File: src/rtl/fifo_rd_stream_if.sv
// fifo_rd_stream_if: FIFO read port plus valid/ready output stream.
// master = read engine, slave = FIFO + downstream consumer side.
interface fifo_rd_stream_if #(
    parameter int DW = 8
);
    logic          en;
    logic          fifo_empty;
    logic [DW-1:0] fifo_dout;
    logic          fifo_rd_en;
    logic          m_valid;
    logic          m_ready;
    logic [DW-1:0] m_data;

    modport master (
        input  en,
        input  fifo_empty,
        input  fifo_dout,
        input  m_ready,
        output fifo_rd_en,
        output m_valid,
        output m_data
    );

    modport slave (
        output en,
        output fifo_empty,
        output fifo_dout,
        output m_ready,
        input  fifo_rd_en,
        input  m_valid,
        input  m_data
    );
endinterface

File: src/rtl/fifo_rd_stream.sv
// fifo_rd_stream: pops a 1-cycle-latency FIFO into a 2-entry buffer
// and re-emits words on valid/ready. Optional stats: FIFO_RD_STATS_EN.
module fifo_rd_stream #(
    parameter int DW   = 8,
    parameter int SKID = 2
) (
    input  logic             clk,
    input  logic             rst_n,
    fifo_rd_stream_if.master io
`ifdef FIFO_RD_STATS_EN
    ,
    output logic [15:0]      word_cnt,
    output logic             ovf_err
`endif
);

    localparam logic [1:0] FULL = 2'(SKID);

    typedef enum logic [1:0] {
        EMPTY = 2'd0,
        ONE   = 2'd1,
        TWO   = 2'd2
    } occ_e;

    occ_e          state;
    occ_e          state_nx;
    logic          inflight;
    logic          pop;
    logic [1:0]    fill;
    logic [DW-1:0] head;
    logic [DW-1:0] tail;

    assign pop  = io.m_valid & io.m_ready;
    assign fill = 2'(state) + {1'b0, inflight};

    // Issue a read only if the buffer can absorb it when it lands.
    assign io.fifo_rd_en = io.en & ~io.fifo_empty & rst_n
                         & ((fill < FULL) | pop);
    assign io.m_valid    = (state != EMPTY);
    assign io.m_data     = head;

    // Occupancy state register.
    always_ff @(posedge clk or negedge rst_n) begin
        if (!rst_n) state <= EMPTY;
        else        state <= state_nx;
    end

    // Occupancy next state: capture adds a word, pop removes one.
    always_comb begin
        state_nx = state;
        unique case (state)
            EMPTY: if (inflight) state_nx = ONE;
            ONE: begin
                if (inflight && !pop)      state_nx = TWO;
                else if (!inflight && pop) state_nx = EMPTY;
            end
            TWO:     if (!inflight && pop) state_nx = ONE;
            default: state_nx = EMPTY;
        endcase
    end

    // Tracks the read issued last cycle whose data lands now.
    always_ff @(posedge clk or negedge rst_n) begin
        if (!rst_n) inflight <= 1'b0;
        else        inflight <= io.fifo_rd_en;
    end

    // Buffer data path: head is the output word, tail the second slot.
    always_ff @(posedge clk or negedge rst_n) begin
        if (!rst_n) begin
            head <= '0;
            tail <= '0;
        end else begin
            unique case (state)
                EMPTY: if (inflight) head <= io.fifo_dout;
                ONE: begin
                    if (inflight) begin
                        if (pop) head <= io.fifo_dout;
                        else     tail <= io.fifo_dout;
                    end
                end
                TWO: begin
                    if (pop) begin
                        head <= tail;
                        if (inflight) tail <= io.fifo_dout;
                    end
                end
                default: ;
            endcase
        end
    end

`ifdef FIFO_RD_STATS_EN
    // Completed output transfers, free-running with wrap.
    always_ff @(posedge clk or negedge rst_n) begin
        if (!rst_n)   word_cnt <= 16'd0;
        else if (pop) word_cnt <= word_cnt + 16'd1;
    end

    // Sticky flag: a word landed while both slots were occupied.
    always_ff @(posedge clk or negedge rst_n) begin
        if (!rst_n)                         ovf_err <= 1'b0;
        else if (inflight && state == TWO) ovf_err <= 1'b1;
    end
`endif

endmodule
File: src/flat_wrapper.sv
// flat-port wrapper written by rule: the top's interface ports become plain ports
module fifo_rd_stream_flat 
#(
    parameter int DW   = 8,
    parameter int SKID = 2
)
  (clk, rst_n, io_en, io_fifo_empty, io_fifo_dout, io_m_ready, io_fifo_rd_en, io_m_valid, io_m_data);
  fifo_rd_stream_if #(.DW(DW)) io_i ();
  input  logic clk;
  input  logic rst_n;
  input wire logic [$bits(io_i.en)-1:0] io_en;
  input wire logic [$bits(io_i.fifo_empty)-1:0] io_fifo_empty;
  input wire logic [$bits(io_i.fifo_dout)-1:0] io_fifo_dout;
  input wire logic [$bits(io_i.m_ready)-1:0] io_m_ready;
  output wire logic [$bits(io_i.fifo_rd_en)-1:0] io_fifo_rd_en;
  output wire logic [$bits(io_i.m_valid)-1:0] io_m_valid;
  output wire logic [$bits(io_i.m_data)-1:0] io_m_data;
  assign io_i.en = io_en;
  assign io_i.fifo_empty = io_fifo_empty;
  assign io_i.fifo_dout = io_fifo_dout;
  assign io_i.m_ready = io_m_ready;
  assign io_fifo_rd_en = io_i.fifo_rd_en;
  assign io_m_valid = io_i.m_valid;
  assign io_m_data = io_i.m_data;
  fifo_rd_stream #(.DW(DW), .SKID(SKID)) u_core (.clk(clk), .rst_n(rst_n), .io(io_i));
endmodule
File: config.mk
export PLATFORM = sky130hd
export DESIGN_NAME = fifo_rd_stream_flat
export DESIGN_NICKNAME = d
export VERILOG_FILES = /design/src/rtl/fifo_rd_stream_if.sv /design/src/rtl/fifo_rd_stream.sv /design/src/flat_wrapper.sv
export SDC_FILE = /design/constraint.sdc
export NUM_CORES = 1
export LEC_CHECK = 0
export CORE_UTILIZATION = 44
export DETAILED_ROUTE_END_ITERATION = 7
export PLACE_DENSITY = 0.82
export SLEW_MARGIN = 5
export SYNTH_ARGS = -nofsm -noshare
export SYNTH_HDL_FRONTEND = slang
export SYNTH_SLANG_ARGS = --single-unit
File: constraint.sdc
create_clock -name clk -period 1.8 [get_ports clk]
set_clock_uncertainty 0.1 [all_clocks]
set_input_delay 0.18 -clock clk [delete_from_list [all_inputs] [get_ports clk]]
set_output_delay 0.18 -clock clk [all_outputs]
set_load 0.03 [all_outputs]
==> impl_metrics.env <==
export IMPL_status="finished, violations left"
export IMPL_violations="setup timing"
export IMPL_ir_drop_mv=1.04
export IMPL_yosys_area_top_type="dfrtp_1"
export IMPL_synthTopCellsByArea="dfrtp_1 (47%), mux2i_1 (9.9%), mux2_2 (8.9%), ha_1 (6.2%), a21oi_1 (5.0%)"
export IMPL_first_pass_iters=4
export IMPL_yosysTopAreaCellShare_pct=47.1
export IMPL_grt_util_all_layers_pct=20.1
export IMPL_cts_tree="yes"
export IMPL_rows=16
export IMPL_synth_commonest_cells="dfrtp_1 (19), a21oi_1 (10), mux2i_1 (10)"
export IMPL_drc=0
export IMPL_cts_buffers=3
export IMPL_pre_cts_ws_ns=-0.126
export IMPL_power_switching_uw=1070
export IMPL_via_per_inst=5.57
export IMPL_critPathCaptureType="output port"
export IMPL_synth_nets=103
export IMPL_p_seq_share_pct=28.5
export IMPL_combPwrFrac_pct=63.0
export IMPL_route_met3_wl_um=120
export IMPL_p_int_uw=1560
export IMPL_antenna_found_initial=0
export IMPL_ys_warn_count=0
export IMPL_ios=23
export IMPL_slew_headroom_pct=78.1
export IMPL_syn_avg_cell_area_um2=11.9
export IMPL_top_layer_used="met4"
export IMPL_stdcell_area_um2=1470
export IMPL_criticalPathCategory="flop to output port"
export IMPL_grt_pass1_vias=813
export IMPL_finalCritPeriodShare_pct=102
export IMPL_tightest_slew_ns=0.327
export IMPL_reg2reg_depth=7
export IMPL_sw_frac_of_total_pct=40.7
export IMPL_cts_sinks=19
export IMPL_total_power_uw=2630
export IMPL_gp_congestion=0.840
export IMPL_syn_cell_area_um2=1010
export IMPL_path_max_fanout=4
export IMPL_area_growth_pct=45.4
export IMPL_coreArea_um2=2060
export IMPL_wirelength_um=2390
export IMPL_slew_violations=0
export IMPL_place_area_um2=1310
export IMPL_power_density_nw_per_um2=1790
export IMPL_synth_main_ff_cell="dfrtp_1"
export IMPL_dp_hpwl_um=1560
export IMPL_yosys_cell_types_count=23
export IMPL_cts_root_buffer="clkbuf_4"
export IMPL_rsz0062_at_grt="yes"
export IMPL_path_clk_slew_ns=0.11
export IMPL_clk_latency_ns=0.30
export IMPL_die_height_um=49.9
export IMPL_ctsHoldBuffers=0
export IMPL_holdCritPathClass="input port to asynchronous set/reset pin"
export IMPL_cp_data_arrival_time_ns=1.55
export IMPL_drive_gt1_share_pct=33.9
export IMPL_initial_core_util_pct=49.0
export IMPL_vias=841
export IMPL_fin_crit_ns=1.83
export IMPL_fin_ws_ns=-0.0316
export IMPL_synth_edff_count=0
export IMPL_antenna_cells=0
export IMPL_grt_overflow_total=0
export IMPL_required_ns=1.52
export IMPL_ys_seq_elements=19
export IMPL_maxCapViolCount=0
export IMPL_startpoint_type="flop"
export IMPL_grt_max_degree=20
export IMPL_htreeDepth=1
export IMPL_finalHoldViolations=0
export IMPL_dieArea_um2=2490
export IMPL_p_leak_uw=0.000605
export IMPL_synth_most_common_cell="dfrtp_1"
export IMPL_clock_path_buffers=2
export IMPL_drtIter0Drc=20
export IMPL_met1_length_um=953
export IMPL_grt_pass1_wl_um=3680
export IMPL_setup_tns_ns=-0.224
export IMPL_ys_seq_area_share_pct=47.1
export IMPL_wl_met2_um=1290
export IMPL_setup_viol=9
export IMPL_postSynthCellCount=85
export IMPL_synthArstFlopShare_pct=100
export IMPL_clkPwrFrac_pct=8.5
export IMPL_die_width_um=49.9
export IMPL_fin_nets=143
export IMPL_maxClockFrequency_ghz=0.546
export IMPL_io_buffers=22
export IMPL_wl_per_cell_um=15.8
export IMPL_ant_nets=0
[per-layer routing]
layer  global-route usage [%]  up-vias
li1                         -      391
met3                     6.17        5
met4                     6.67        0
met1                     23.2      413
met2                     35.1       32
met5                        0        -
[logic make-up (layout without fill, tap and decap cells)]
family                     count (synthesis)  in the layout  share of synthesized area [%]
adders and majority gates                  5              5                           6.20
AOI/OAI and AO/OA                         24             24                           16.2
buffers and inverters                      8             47                           5.45
and+or+nand+nor                           10             10                           5.33
xor gates and xnor gates                   1              1                          0.868
muxes                                     18             18                           18.8
DFF                                       19             19                           47.1
[state kept, by name, indices dropped and copies added (netlist names)]
register	count
u_core.inflight	1
u_core.io.m_data	8
u_core.state	2
u_core.tail	8
[through the flow]
step                std cells  hold WS [ns]  utilization (%)
finish                    151         0.182             71.2
global route              151         0.190             71.2
floorplan                  85        -0.216                -
detailed placement        141         0.398             63.3
global placement          141         0.389             63.3
CTS                       148         0.191             69.3
[power by group through the flow]
| stage | Combinational (uW) | Clock (uW) | Sequential [uW] |
|---|---|---|---|
| 3_5_place_dp | 1390 | 0 | 741 |
| 6_report | 1660 | 224 | 750 |
| 4_1_cts | 1600 | 227 | 740 |
| 3_3_place_gp | 1350 | 0 | 732 |
| 2_1_floorplan | 772 | 0 | 906 |
| 5_1_grt | 1780 | 246 | 777 |
[repair_timing]
item                                    4_1_cts  5_1_grt
gates resized for setup                      15        6
cloned                                        0        1
endpoints found under the setup margin       15       18
buffers inserted                              3        2
pin swaps                                     4        1
[path summary, 6_finish.rpt]
kind,start,end,slack (ns)
max in group asynchronous,rst_n,u_core.io.m_data[3]$_DFFE_PN0P_,1.22
min in group clk,io_fifo_dout[1],u_core.tail[1]$_DFFE_PN0P_,0.41
max,u_core.state[0]$_DFFE_PN0P_,io_fifo_rd_en,-0.03
min reg2reg,u_core.tail[0]$_DFFE_PN0P_,u_core.tail[0]$_DFFE_PN0P_,0.43
max reg2reg,u_core.state[0]$_DFFE_PN0P_,u_core.tail[3]$_DFFE_PN0P_,-0.03
min,rst_n,u_core.state[0]$_DFFE_PN0P_,0.18
[cell usage in the layout (no fill, tap or decap), drive strengths merged]
cell type / n
inv: 5
o211ai: 1
dfrtp: 19
a211oi: 1
a21oi: 10
clkdlybuf4s50: 20
a31oi: 8
clkbuf: 4
a221oi: 1
nand3b: 1
nor2: 1
buf: 17
xnor2: 1
mux2i: 10
o21ai: 3
nand2b: 2
nand2: 2
nand3: 2
nor3: 1
clkinv: 1
and2b: 1
mux2: 8
ha: 5
[final cells by class]
type                       count  area [um^2]
multi-input combinational     58          556
clock inverter                 1         5.00
clock buffer                   3         22.5
tap                           27         33.8
inverter                       5         21.3
sequential                    19          475
fill                         143          594
timing repair buffer          38          354
[critical path, stage by stage, from the launching register on]
cell and delay, ns:
dfrtp_1 0.42, inv_4 0.08, ha_4 0.16, nand2b_4 0.14
a211oi_2 0.26, buf_4 0.20
Power figures use the tool's default switching activity.
